File: src/rtl/uart_rx_packet_ctrl.sv
// uart_rx_packet_ctrl: frame controller for the UART receive path.
// Parses SYNC, CMD, ADDR, LEN, payload[, checksum] from the receiver byte stream and turns
// each payload byte into a one-cycle buffer write one clock after its strobe.
// It reports frame completion or abort (inter-byte timeout or bad checksum) as one-cycle pulses.
// Optional feature: define UART_PKT_CKSUM_EN to add the trailing checksum byte and its check.
module uart_rx_packet_ctrl #(
    parameter int unsigned ADDR_W       = 8,
    parameter logic [7:0]  SYNC_BYTE    = 8'hA5,
    parameter int unsigned TIMEOUT_CLKS = 4340
) (
    input  logic              i_Clock,
    input  logic              i_Reset_n,
    input  logic              i_RX_DV,
    input  logic [7:0]        i_RX_Byte,
    output logic              o_Wr_En,
    output logic [ADDR_W-1:0] o_Wr_Addr,
    output logic [7:0]        o_Wr_Data,
    output logic [7:0]        o_Cmd,
    output logic              o_Frame_Done,
    output logic              o_Frame_Err,
    output logic              o_Busy
);

    // Counter must hold TIMEOUT_CLKS for the single cycle after expiry.
    localparam int unsigned      CNT_W    = $clog2(TIMEOUT_CLKS + 1);
    localparam logic [CNT_W-1:0] CNT_LAST = CNT_W'(TIMEOUT_CLKS - 1);

`ifdef UART_PKT_CKSUM_EN
    typedef enum logic [2:0] {
        S_IDLE  = 3'd0,
        S_CMD   = 3'd1,
        S_ADDR  = 3'd2,
        S_LEN   = 3'd3,
        S_DATA  = 3'd4,
        S_CKSUM = 3'd5
    } state_e;
    // After the last payload byte (or LEN==0) the checksum byte is still owed.
    localparam state_e S_EOF = S_CKSUM;
`else
    typedef enum logic [2:0] {
        S_IDLE = 3'd0,
        S_CMD  = 3'd1,
        S_ADDR = 3'd2,
        S_LEN  = 3'd3,
        S_DATA = 3'd4
    } state_e;
    localparam state_e S_EOF = S_IDLE;
`endif

    state_e             state_q, state_d;
    logic [7:0]         cmd_q;
    logic [7:0]         base_q;
    logic [7:0]         len_q;
    logic [7:0]         idx_q;
    logic [CNT_W-1:0]   cnt_q;

    logic               timeout_hit;
    logic               last_byte;

    logic               wr_en_d;
    logic [ADDR_W-1:0]  wr_addr_d;
    logic [7:0]         wr_data_d;
    logic [7:0]         cmd_d;
    logic               done_d;
    logic               err_d;

    // A strobe on the expiry cycle wins over the timeout.
    assign timeout_hit = (state_q != S_IDLE) && !i_RX_DV && (cnt_q == CNT_LAST);

    // LEN==0 ends the frame at the LEN byte; otherwise the byte at index len-1 ends it.
    assign last_byte = ((state_q == S_LEN) && (i_RX_Byte == 8'h00)) ||
                       ((state_q == S_DATA) && (idx_q == len_q - 8'd1));

    assign o_Busy = (state_q != S_IDLE);

`ifdef UART_PKT_CKSUM_EN
    logic [7:0] sum_q;
    logic [7:0] cksum_total;

    assign cksum_total = sum_q + i_RX_Byte;

    // Running 8-bit sum over CMD, ADDR, LEN and payload; restarted at SYNC.
    always_ff @(posedge i_Clock or negedge i_Reset_n) begin
        if (!i_Reset_n) begin
            sum_q <= 8'h00;
        end else if (i_RX_DV) begin
            if (state_q == S_IDLE) begin
                sum_q <= 8'h00;
            end else if (state_q != S_CKSUM) begin
                sum_q <= sum_q + i_RX_Byte;
            end
        end
    end
`endif

    // State register.
    always_ff @(posedge i_Clock or negedge i_Reset_n) begin
        if (!i_Reset_n) begin
            state_q <= S_IDLE;
        end else begin
            state_q <= state_d;
        end
    end

    // Next-state: one field per byte strobe, abort to idle on timeout.
    always_comb begin
        state_d = state_q;
        if (timeout_hit) begin
            state_d = S_IDLE;
        end else if (i_RX_DV) begin
            case (state_q)
                S_IDLE: begin
                    if (i_RX_Byte == SYNC_BYTE) begin
                        state_d = S_CMD;
                    end
                end
                S_CMD:  state_d = S_ADDR;
                S_ADDR: state_d = S_LEN;
                S_LEN, S_DATA: begin
                    if (last_byte) begin
                        state_d = S_EOF;
                    end else begin
                        state_d = S_DATA;
                    end
                end
                default: state_d = S_IDLE;
            endcase
        end
    end

    // Header fields, payload index and inter-byte timeout counter.
    always_ff @(posedge i_Clock or negedge i_Reset_n) begin
        if (!i_Reset_n) begin
            cmd_q  <= 8'h00;
            base_q <= 8'h00;
            len_q  <= 8'h00;
            idx_q  <= 8'h00;
            cnt_q  <= '0;
        end else begin
            if (i_RX_DV || (state_q == S_IDLE)) begin
                cnt_q <= '0;
            end else begin
                cnt_q <= cnt_q + CNT_W'(1);
            end
            if (i_RX_DV) begin
                case (state_q)
                    S_CMD:  cmd_q  <= i_RX_Byte;
                    S_ADDR: base_q <= i_RX_Byte;
                    S_LEN: begin
                        len_q <= i_RX_Byte;
                        idx_q <= 8'h00;
                    end
                    S_DATA: idx_q <= idx_q + 8'd1;
                    default: ;
                endcase
            end
        end
    end

    // Output next-values: write strobe, frame result pulses, held address/data/cmd.
    always_comb begin
        wr_en_d   = 1'b0;
        wr_addr_d = o_Wr_Addr;
        wr_data_d = o_Wr_Data;
        cmd_d     = o_Cmd;
        done_d    = 1'b0;
        err_d     = 1'b0;
        if (timeout_hit) begin
            err_d = 1'b1;
        end else if (i_RX_DV) begin
            if (state_q == S_DATA) begin
                wr_en_d   = 1'b1;
                // Base is zero-extended; the sum wraps modulo 2^ADDR_W.
                wr_addr_d = ADDR_W'(base_q) + ADDR_W'(idx_q);
                wr_data_d = i_RX_Byte;
            end
`ifdef UART_PKT_CKSUM_EN
            if (state_q == S_CKSUM) begin
                if (cksum_total == 8'h00) begin
                    done_d = 1'b1;
                    cmd_d  = cmd_q;
                end else begin
                    err_d = 1'b1;
                end
            end
`else
            if (last_byte) begin
                done_d = 1'b1;
                cmd_d  = cmd_q;
            end
`endif
        end
    end

    // Output registers.
    always_ff @(posedge i_Clock or negedge i_Reset_n) begin
        if (!i_Reset_n) begin
            o_Wr_En      <= 1'b0;
            o_Wr_Addr    <= '0;
            o_Wr_Data    <= 8'h00;
            o_Cmd        <= 8'h00;
            o_Frame_Done <= 1'b0;
            o_Frame_Err  <= 1'b0;
        end else begin
            o_Wr_En      <= wr_en_d;
            o_Wr_Addr    <= wr_addr_d;
            o_Wr_Data    <= wr_data_d;
            o_Cmd        <= cmd_d;
            o_Frame_Done <= done_d;
            o_Frame_Err  <= err_d;
        end
    end

endmodule

File: config.mk
export PLATFORM = sky130hd
export DESIGN_NAME = uart_rx_packet_ctrl
export DESIGN_NICKNAME = d
export VERILOG_FILES = /design/src/rtl/uart_rx_packet_ctrl.sv
export SDC_FILE = /design/constraint.sdc
export NUM_CORES = 1
export LEC_CHECK = 0
export CAP_MARGIN = 20
export CORE_UTILIZATION = 51
export CTS_CLUSTER_DIAMETER = 120
export DETAILED_ROUTE_END_ITERATION = 10
export PLACE_DENSITY = 0.74
export SETUP_SLACK_MARGIN = 0.5
export SYNTH_ARGS = -nofsm -noshare
export SYNTH_HDL_FRONTEND = slang
export SYNTH_SLANG_ARGS = --single-unit
File: constraint.sdc
create_clock -name i_Clock -period 2.2 [get_ports i_Clock]
set_clock_uncertainty 0.05 [all_clocks]
set_input_delay 0.55 -clock i_Clock [delete_from_list [all_inputs] [get_ports i_Clock]]
set_output_delay 0.55 -clock i_Clock [all_outputs]
set_load 0.005 [all_outputs]
==> metrics.csv, run 1 <==
metric,value,unit
outcome,finished clean,
fillers,461,
ys.flop_type,dfrtp_1,
critPathRequiredTime,2390,ps
end_kind,register,
power.leakage,2.47,nW
cts_tree,built,
synthSimpleGateAreaFrac,0.193,
synthCells,364,
grt_pass1_vias,3175,
yosys_warnings,0,
top_level_ports,39,
crit_path_start_kind,register,
area.growth.synth_to_final,39.9,%
worstPathArrival,2370,ps
crit_chain,inv_2 > ha_4 > xor2_2 > nand3_1 > o31a_1 > o31ai_4 > o211ai_2 > mux2_2,
period_minus_slack,2180,ps
synth_xor_area_frac,0.0803,
yosysTopAreaCellShare,0.508,
num_rows,30,
worstSkewPairLatency,360,ps
post-route-util,0.748,
vias,3117,
fp.dieArea,0.00758,mm^2
drtAntennaViolNets,0,
ys_ff_latch,75,
synth_fp_nets,386,
use_met1,0.336,
drc,0,
cts.sinks,75,
instances_no_fill,569,
max_cap_viol_count,0,
drtIter0Drc,200,
finalSetupViolCount,0,
path_clk_slew,90,ps
slew_headroom,0.572,
muxShareOfSynthArea,0.0701,
grt.busiest_layer,met2,
core,0.00691,mm^2
crit_fanout,4,
initial_core_util,0.535,
dp_cells,525,
grt_max_degree,42,
grt_setup_unrepaired,true,
grtUsageMet3,0.0493,
port_buffers,38,
slew_violations,0,
gp_congestion,0.896,
grtUsageMet2,0.472,
finalWirelength,9810,um
hold_violations,0,
r2r-end,o_Cmd[5]$_DFFE_PN0P_,
hp-class,in2async,
h-tree-depth,3,
dpl.hpwl,6190,um
syn_area,0.00369,mm^2
fmax,459,MHz
via_per_inst,5.48,
grtUsageTotal,0.273,
vdd_drop_max,0.708,mV
die_w,87.1,um
nNetsFinal,490,
synthTopCellsByArea,"dfrtp_1 (51%), nand2_1 (7.2%), mux2_2 (7.0%)",
powerDensity,1160,mW/mm^2
antenna_found_initial,0,
slowest_stage,dfrtp_1,
synth.avg_cell_area,10.1,um^2
fin_crit_sh,0.990,
power,5.99,mW
numCtsBuffers,9,
ys_async_sr_fraction,1.00,
reg2reg_depth,8,
clk_path_buf_depth,2,
slowest_delay,410,ps
r2r_start,len_q[0]$_DFFE_PN0P_,
synth_compound_area_frac,0.0840,
synth_top_family_by_area,simple AND/OR/NAND/NOR gates,
worst_pin_slew,633,ps
drt_pass1_iterations,5,
cts_root_buf,clkbuf_8,
path_class,reg2reg,
drive_above_1_share,0.330,
synth_cell_types,44,
grt_overflow_total,0,
yosys.area.top_type,dfrtp_1,
fp.dieH,87.1,um
r2r_slack,20,ps
n_antenna_cell,0,
synth_edf_count,0,
synth_adder_area_share,0.0393,
grt_pass1_wl,15500,um
seq_area_frac_synth,0.508,
post_drt_wl_per_cell,17.2,um
==> power breakdown <==
part	switching, mW	internal, mW
registers	0.390	1.82
logic	1.24	1.46
clock network	0.527	0.550
total	2.16	3.83
==> cell usage after synthesis, types with 2 or more instances <==
cell type	n
a21oi_1	8
and3_1	4
buf_2	2
clkbuf_1	9
dfrtp_1	75
ha_1	10
inv_1	13
mux2_2	23
nand2_1	71
nand2b_1	4
nand3_1	9
nand4_1	10
nor2_1	33
nor3_1	10
nor3b_2	2
nor4_1	3
o21a_1	3
o21ai_0	17
o31ai_1	3
xnor2_1	19
xor2_1	13
==> cells by family after synthesis <==
family | after synthesis
buf+inv | 24
compound gates | 44
xor+xnor | 33
fa+ha+maj | 11
simple gates | 154
mux | 23
flops | 75
==> timing repair <==
| item | in CTS | in global routing |
|---|---|---|
| cloned | 1 | 0 |
| hold buffers | 0 | 0 |
| pin swaps | 18 | 24 |
| buffers inserted | 17 | 10 |
| endpoints found under the hold margin | 0 | 0 |
| endpoints found under the setup margin | 46 | 39 |
| gates resized for setup | 50 | 49 |
==> worst max path at each step <==
stage,slack [ps],endpoint,depth (start not counted),from
detailed placement,-330,o_Cmd[0]$_DFFE_PN0P_,7,i_RX_Byte[1]
finish,20,o_Cmd[5]$_DFFE_PN0P_,8,len_q[0]$_DFFE_PN0P_
global route,-10,o_Cmd[1]$_DFFE_PN0P_,8,len_q[0]$_DFFE_PN0P_
global placement,-280,o_Cmd[0]$_DFFE_PN0P_,7,i_RX_Byte[1]
floorplan,70,o_Cmd[0]$_DFFE_PN0P_,8,len_q[0]$_DFFE_PN0P_
CTS,30,o_Busy,3,state_q[1]$_DFFE_PN0P_
==> through the flow <==
stage	setup slack, ps	TNS (ps)	area (um^2)	hold WS, ps
after global placement	-280	-2080	4520	409
final	22.0	0	5160	114
after floorplan	72.7	0	3760	204
after CTS	33.8	0	4930	127
after global routing	-12.9	-28.3	5160	150
after detailed placement	-328	-2500	4520	413
==> worst max-delay path, delay by kind of cell, from the launching register on <==
kind                     cells  cell delay [ps]
AO/OA/AOI/OAI                3              710
XOR/XNOR                     1              190
adder cells (fa/ha/maj)      1              160
buffers and inverters        1              100
flip-flops                   1              410
multiplexers                 1              320
AND/OR/NAND/NOR              1              140
==> area by class of cell <==
cell class | instances | area, um^2 | share of cell area
Clock buffer | 11 | 141 | 0.0274
Clock inverter | 5 | 52.6 | 0.0102
Inverter | 13 | 48.8 | 0.00945
Multi-Input combinational cell | 266 | 2000 | 0.388
Sequential cell | 75 | 1880 | 0.365
Tap cell | 96 | 120 | 0.0233
Timing Repair Buffer | 103 | 912 | 0.177
==> registers in the layout, summed over array words and instances, names as in the netlist <==
name and count:
base_q 8, cmd_q 8, cnt_q 13, idx_q 8, len_q 8, o_Cmd 8
o_Frame_Done 1, o_Frame_Err 1, o_Wr_Addr 8, o_Wr_Data 8, o_Wr_En 1, state_q 3
==> metal layers <==
metal,wire [um],up-vias
met5,0,-
met3,416,26
met4,215,0
met1,4210,1543
met2,4970,98
li1,-,1450
==> layout by cell type, fill, tap and decap left out, types with 3 or more instances in the layout <==
master	instances
nand2_1	69
a21oi_1	5
dfrtp_2	6
o21ai_1	5
xnor2_1	18
xor2_1	11
nand3_1	9
mux2_2	12
xor2_2	3
buf_12	3
nand2b_1	3
ha_4	4
clkinv_2	3
inv_2	6
dlygate4sd2_1	27
ha_1	6
mux2_4	11
nand4_1	10
o21ai_0	10
clkdlybuf4s50_1	5
inv_1	7
nor3b_4	3
and3_1	4
a21oi_2	3
dlymetal6s2s_1	4
clkbuf_8	10
dfrtp_1	69
buf_6	10
nor3_1	9
nor2_1	31
buf_4	53
(Power assumes the default switching activity.)
==> run 2, diff against run 1 <==
--- a/config.mk
+++ b/config.mk
@@ -9,7 +9,7 @@
 export CORE_UTILIZATION = 51
 export CTS_CLUSTER_DIAMETER = 120
 export DETAILED_ROUTE_END_ITERATION = 10
-export PLACE_DENSITY = 0.74
+export PLACE_DENSITY = 0.73
 export SETUP_SLACK_MARGIN = 0.5
 export SYNTH_ARGS = -nofsm -noshare
 export SYNTH_HDL_FRONTEND = slang
==> metrics.csv, run 2 (synthesis gave the netlist of run 1 again) <==
metric,value,unit,change
hold_violations,0,,unchanged
worst_pin_slew,465,ps,-168 ps
via_per_inst,5.69,,+4.0%
n_antenna_cell,0,,unchanged
vdd_drop_max,0.829,mV,+17%
grt_max_degree,47,,+12%
fillers,442,,-4.1%
hold-worst-slack,65.7,ps,-48.2 ps
slowest_stage,dfrtp_1,,
place_ws,-378,ps,-50.0 ps
top_level_ports,39,,unchanged
stdcell_area,0.00525,mm^2,+1.6%
die_w,87.1,um,unchanged
path_clk_slew,80,ps,about the same
powerDensity,1170,mW/mm^2,+1.0%
drive_above_1_share,0.352,,+0.0224
initial_core_util,0.535,,unchanged
period_minus_slack,2240,ps,+57.5 ps
layout_commonest_cell,nand2_1,,
critPathRequiredTime,2390,ps,about the same
max_cap_viol_count,0,,unchanged
multi_input_area,0.00200,mm^2,-0.12%
finalSetupViolCount,2,,+2
hp-class,in2async,,
drtAntennaViolNets,0,,unchanged
clk_path_buf_depth,2,,unchanged
fp.dieH,87.1,um,unchanged
fmax,447,MHz,-2.6%
critical_path_buf_inv_count,3,,+2
end_kind,register,,
violations,negative setup slack,,
path_class,reg2reg,,
num_rows,30,,unchanged
dpl-instance-area,0.00450,mm^2,-0.44%
port_buffers,38,,unchanged
critPathMostFrequentCell,buf_4,,
crit_family,flip-flops,,
drc,0,,unchanged
post_drt_wl_per_cell,19.3,um,+12%
postCtsHoldBufs,0,,unchanged
seq_area,0.00189,mm^2,about the same
slew_headroom,0.688,,+0.116
cts_tree,built,,
gp_congestion,0.888,,-0.94%
post-route-util,0.760,,+0.0123
grt_setup_unrepaired,true,,
finalWirelength,11100,um,+13%
grtUsageTotal,0.289,,+0.0152
crit_fanout,5,,+1
dpl.hpwl,6140,um,-0.74%
worstSkewPairLatency,360,ps,about the same
numCtsBuffers,9,,unchanged
layout_common_cells,"nand2_1 (69), dfrtp_1 (68), buf_4 (49)",,
vias,3263,,+4.7%
power.leakage,2.50,nW,+0.96%
slew_violations,0,,unchanged
antenna_found_initial,0,,unchanged
largest_reg_flops,13,,unchanged
h-tree-depth,3,,unchanged
area.growth.synth_to_final,42.2,%,
crit_chain,inv_2 > ha_4 > buf_4 > buf_4 > xnor2_1 > nand4_1 > nand2_2 > o211ai_4 > mux2_2,,
worstPathArrival,2430,ps,+60 ps
slowest_delay,420,ps,about the same
crit_path_start_kind,register,,
fin_crit_sh,1.02,,+0.0261
cts.sinks,75,,unchanged
grt_pass1_vias,3298,,+3.9%
top_register,cnt_q,,
drtIter0Drc,363,,+82%
fin_ws,-35.5,ps,-57.5 ps
cts_root_buf,clkbuf_8,,
grt_pass1_wl,16500,um,+7.0%
drt_pass1_iterations,5,,unchanged
outcome,finished with violations,,
fp.dieArea,0.00758,mm^2,unchanged
core,0.00691,mm^2,unchanged
grt_overflow_total,0,,unchanged
nNetsFinal,494,,+0.82%
-- run 2: stage by stage --
stage	instances	setup TNS [ps]	power (mW)
after detailed placement	519	-2950	4.32
after global routing	573	-402	6.47
after floorplan	364	0	3.42
final	573	-68.6	6.15
after global placement	519	-2850	4.24
after CTS	564	0	5.67
-- run 2: where the power goes --
group	switching (mW)	internal, mW
combinational	1.40	1.51
sequential	0.399	1.82
clock	0.547	0.473
total	2.34	3.81
-- run 2: timing repair --
item                                    CTS  global route
cloned                                    1             1
gates resized for setup                  62            45
endpoints found under the setup margin   45            37
setup buffers                            28             8
pin swaps                                26            26
hold endpoints to repair                  0             0
-- run 2: layer usage --
metal	wire length, um	vias to the layer above	global-route usage	share of wire
li1	-	1455	-	-
met2	5630	148	0.481	0.51
met1	4440	1624	0.367	0.40
met3	656	36	0.0559	0.059
met4	344	0	0.123	0.031
met5	0	-	0	0
-- run 2: area by class of cell --
class / count / share of cell area
Clock buffer: 11 / 0.0288
Clock inverter: 5 / 0.00715
Inverter: 13 / 0.00930
Multi-Input combinational cell: 266 / 0.381
Sequential cell: 75 / 0.359
Tap cell: 96 / 0.0229
Timing Repair Buffer: 107 / 0.191
-- run 2: worst register-to-register path: stages, from the launching register on --
cell and delay, ps:
dfrtp_1 420, inv_2 80, ha_4 180, buf_4 170, buf_4 150, xnor2_1 150, nand4_1 150, nand2_2 110
o211ai_4 300, mux2_2 380
-- run 2: worst paths after layout --
| kind | to | depth (start not counted) | slack [ps] | startpoint |
|---|---|---|---|---|
| min in group i_Clock | o_Wr_Data[4]$_DFFE_PN0P_ | 2 | 440 | o_Wr_Data[4]$_DFFE_PN0P_ |
| max | o_Cmd[4]$_DFFE_PN0P_ | 9 | -40 | len_q[1]$_DFFE_PN0P_ |
| max in group asynchronous | state_q[2]$_DFFE_PN0P_ | 2 | 1430 | i_Reset_n |
| max reg2reg | o_Cmd[4]$_DFFE_PN0P_ | 9 | -40 | len_q[1]$_DFFE_PN0P_ |
| min reg2reg | o_Wr_Data[4]$_DFFE_PN0P_ | 2 | 440 | o_Wr_Data[4]$_DFFE_PN0P_ |
| min | o_Wr_Addr[5]$_DFFE_PN0P_ | 1 | 70 | i_Reset_n |
==> run 3, diff against run 2 <==
==> constraint.sdc (replaced) <==
create_clock -name i_Clock -period 2.2 [get_ports i_Clock]
set_clock_uncertainty 0.05 [all_clocks]
set_input_delay 0.55 -clock i_Clock [delete_from_list [all_inputs] [get_ports i_Clock]]
set_output_delay 0.55 -clock i_Clock [all_outputs]
set_load 0.05 [all_outputs]
==> metrics.csv, run 3 (synthesis gave the netlist of run 1 again) <==
metric,value,unit,change
fillers,494,,+12%
area.growth.synth_to_final,35.5,%,
core,0.00691,mm^2,unchanged
fmax,462,MHz,+3.3%
cts.sinks,75,,unchanged
initial_core_util,0.535,,unchanged
postCtsHoldBufs,0,,unchanged
dpl.hpwl,6070,um,-1.1%
period_minus_slack,2170,ps,-70.4 ps
worstSkewPairLatency,360,ps,about the same
r2r_slack,30,ps,+70 ps
startpoint,len_q[3]$_DFFE_PN0P_,,
path_clk_slew,80,ps,about the same
die_w,87.1,um,unchanged
drt_pass1_iterations,4,,-1
critPathRequiredTime,2400,ps,about the same
worst_pin_slew,408,ps,-57.1 ps
critPathMostFrequentCell,xnor2_2,,
powerDensity,1290,mW/mm^2,+10%
crit_fanout,5,,unchanged
stdcell_area,0.00500,mm^2,-4.6%
slowest_delay,460,ps,+40 ps
finalWirelength,9390,um,-15%
fp.dieArea,0.00758,mm^2,unchanged
nNetsFinal,482,,-2.4%
port_buffers,38,,unchanged
grt_overflow_total,0,,unchanged
r2r_start,len_q[3]$_DFFE_PN0P_,,
grt_pass1_vias,3030,,-8.1%
dpl-instance-area,0.00452,mm^2,+0.45%
r2r-end,o_Cmd[0]$_DFFE_PN0P_,,
post_drt_wl_per_cell,16.7,um,-13%
power,6.46,mW,+5.0%
crit_chain,xnor2_2 > xnor2_2 > o31a_1 > o31ai_4 > o211ai_4 > mux2_4,,
top_level_ports,39,,unchanged
hp-class,in2async,,
dr_wl_met3,498,um,-24%
drive_above_1_share,0.372,,+0.0198
grt_pass1_wl,15000,um,-9.5%
grtUsageTotal,0.265,,-0.0236
crit_family,compound AO/OA/AOI/OAI gates,,
end_kind,register,,
hold_violations,0,,unchanged
layout_common_cells,"dfrtp_1 (70), nand2_1 (69), buf_4 (45)",,
vias,3068,,-6.0%
num_rows,30,,unchanged
layout_commonest_cell,dfrtp_1,,
n_antenna_cell,0,,unchanged
fp.dieH,87.1,um,unchanged
fin_crit_sh,0.984,,-0.0320
highest_layer,met4,,
crit_cells,6,,-3
numCtsBuffers,9,,unchanged
antenna_found_initial,0,,unchanged
wl_met1,4030,um,-9.3%
power.leakage,2.33,nW,-6.6%
drc,0,,unchanged
drtAntennaViolNets,0,,unchanged
top_register,cnt_q,,
grt_max_degree,47,,unchanged
worstPathArrival,2360,ps,-70 ps
vdd_drop_max,0.916,mV,+11%
cts_tree,built,,
finalSetupViolCount,0,,-2
reg2reg_depth,6,,-3
crit_path_start_kind,register,,
slew_violations,0,,unchanged
outcome,finished clean,,
h-tree-depth,3,,unchanged
largest_reg_flops,13,,unchanged
slew_headroom,0.728,,+0.0404
clk_path_buf_depth,2,,unchanged
endpoint,o_Cmd[0]$_DFFE_PN0P_,,
instances_no_fill,561,,-2.1%
gp_congestion,0.899,,+1.2%
critical_path_buf_inv_count,0,,-3
route.met2.wl,4640,um,-18%
cts_root_buf,clkbuf_8,,
dp_cells,522,,+0.58%
grt_setup_unrepaired,true,,
via_per_inst,5.47,,-4.0%
max_cap_viol_count,0,,unchanged
drtIter0Drc,235,,-35%
path_class,reg2reg,,
slowest_stage,dfrtp_1,,
run 3: final cells by class:
type / count / area [um^2] / area share
clock buffers: 11 / 141 / 0.0283
clock inverters: 5 / 61.3 / 0.0122
inverters: 13 / 48.8 / 0.00975
multi-input cells: 266 / 1960 / 0.392
flip-flops and latches: 75 / 1880 / 0.376
well taps: 96 / 120 / 0.0240
repair buffers: 95 / 790 / 0.158
run 3: per-layer routing:
metal | track usage | vias to the layer above
met5 | 0 | -
met4 | 0.123 | 0
met3 | 0.0370 | 22
met2 | 0.429 | 95
met1 | 0.354 | 1514
li1 | - | 1437
run 3: worst min-delay path by stage:
stage	from	end	slack (ps)	cells after the start
floorplan	i_Reset_n	base_q[0]$_DFFE_PN0P_	200	0
global placement	o_Wr_Data[0]$_DFFE_PN0P_	o_Wr_Data[0]$_DFFE_PN0P_	410	2
detailed placement	o_Wr_Data[1]$_DFFE_PN0P_	o_Wr_Data[1]$_DFFE_PN0P_	410	2
CTS	i_Reset_n	o_Wr_Addr[5]$_DFFE_PN0P_	70	1
global route	i_Reset_n	o_Wr_Addr[5]$_DFFE_PN0P_	90	1
finish	i_Reset_n	o_Wr_Addr[5]$_DFFE_PN0P_	60	1
run 3: worst reg2reg max path, stage by stage, from the launching register on:
cell and delay, ps:
dfrtp_1 460, xnor2_2 250, xnor2_2 100, o31a_1 330, o31ai_4 350, o211ai_4 180, mux2_4 320
run 3: power by group:
part / internal, mW / switching [mW] / leakage, nW
Clock: 0.559 / 0.533 / 0.0922
Sequential: 1.82 / 0.390 / 0.966
Combinational: 1.36 / 1.80 / 1.27
run 3: per-stage QoR:
stage          setup WS (ps)  TNS [ps]  hold slack (ps)   util
2_1_floorplan           72.7         0              204      -
3_3_place_gp            -339     -2580              411  0.654
3_5_place_dp            -374     -2920              411  0.654
4_1_cts                 81.8         0             68.1  0.707
5_1_grt                -21.8     -93.9             90.4  0.725
6_report                34.9         0             59.2  0.725
run 3: repair_timing:
item,CTS,global route
buffers inserted,11,11
gates resized for setup,129,51
endpoints found under the setup margin,56,53
cloned,1,0
pin swaps,21,19
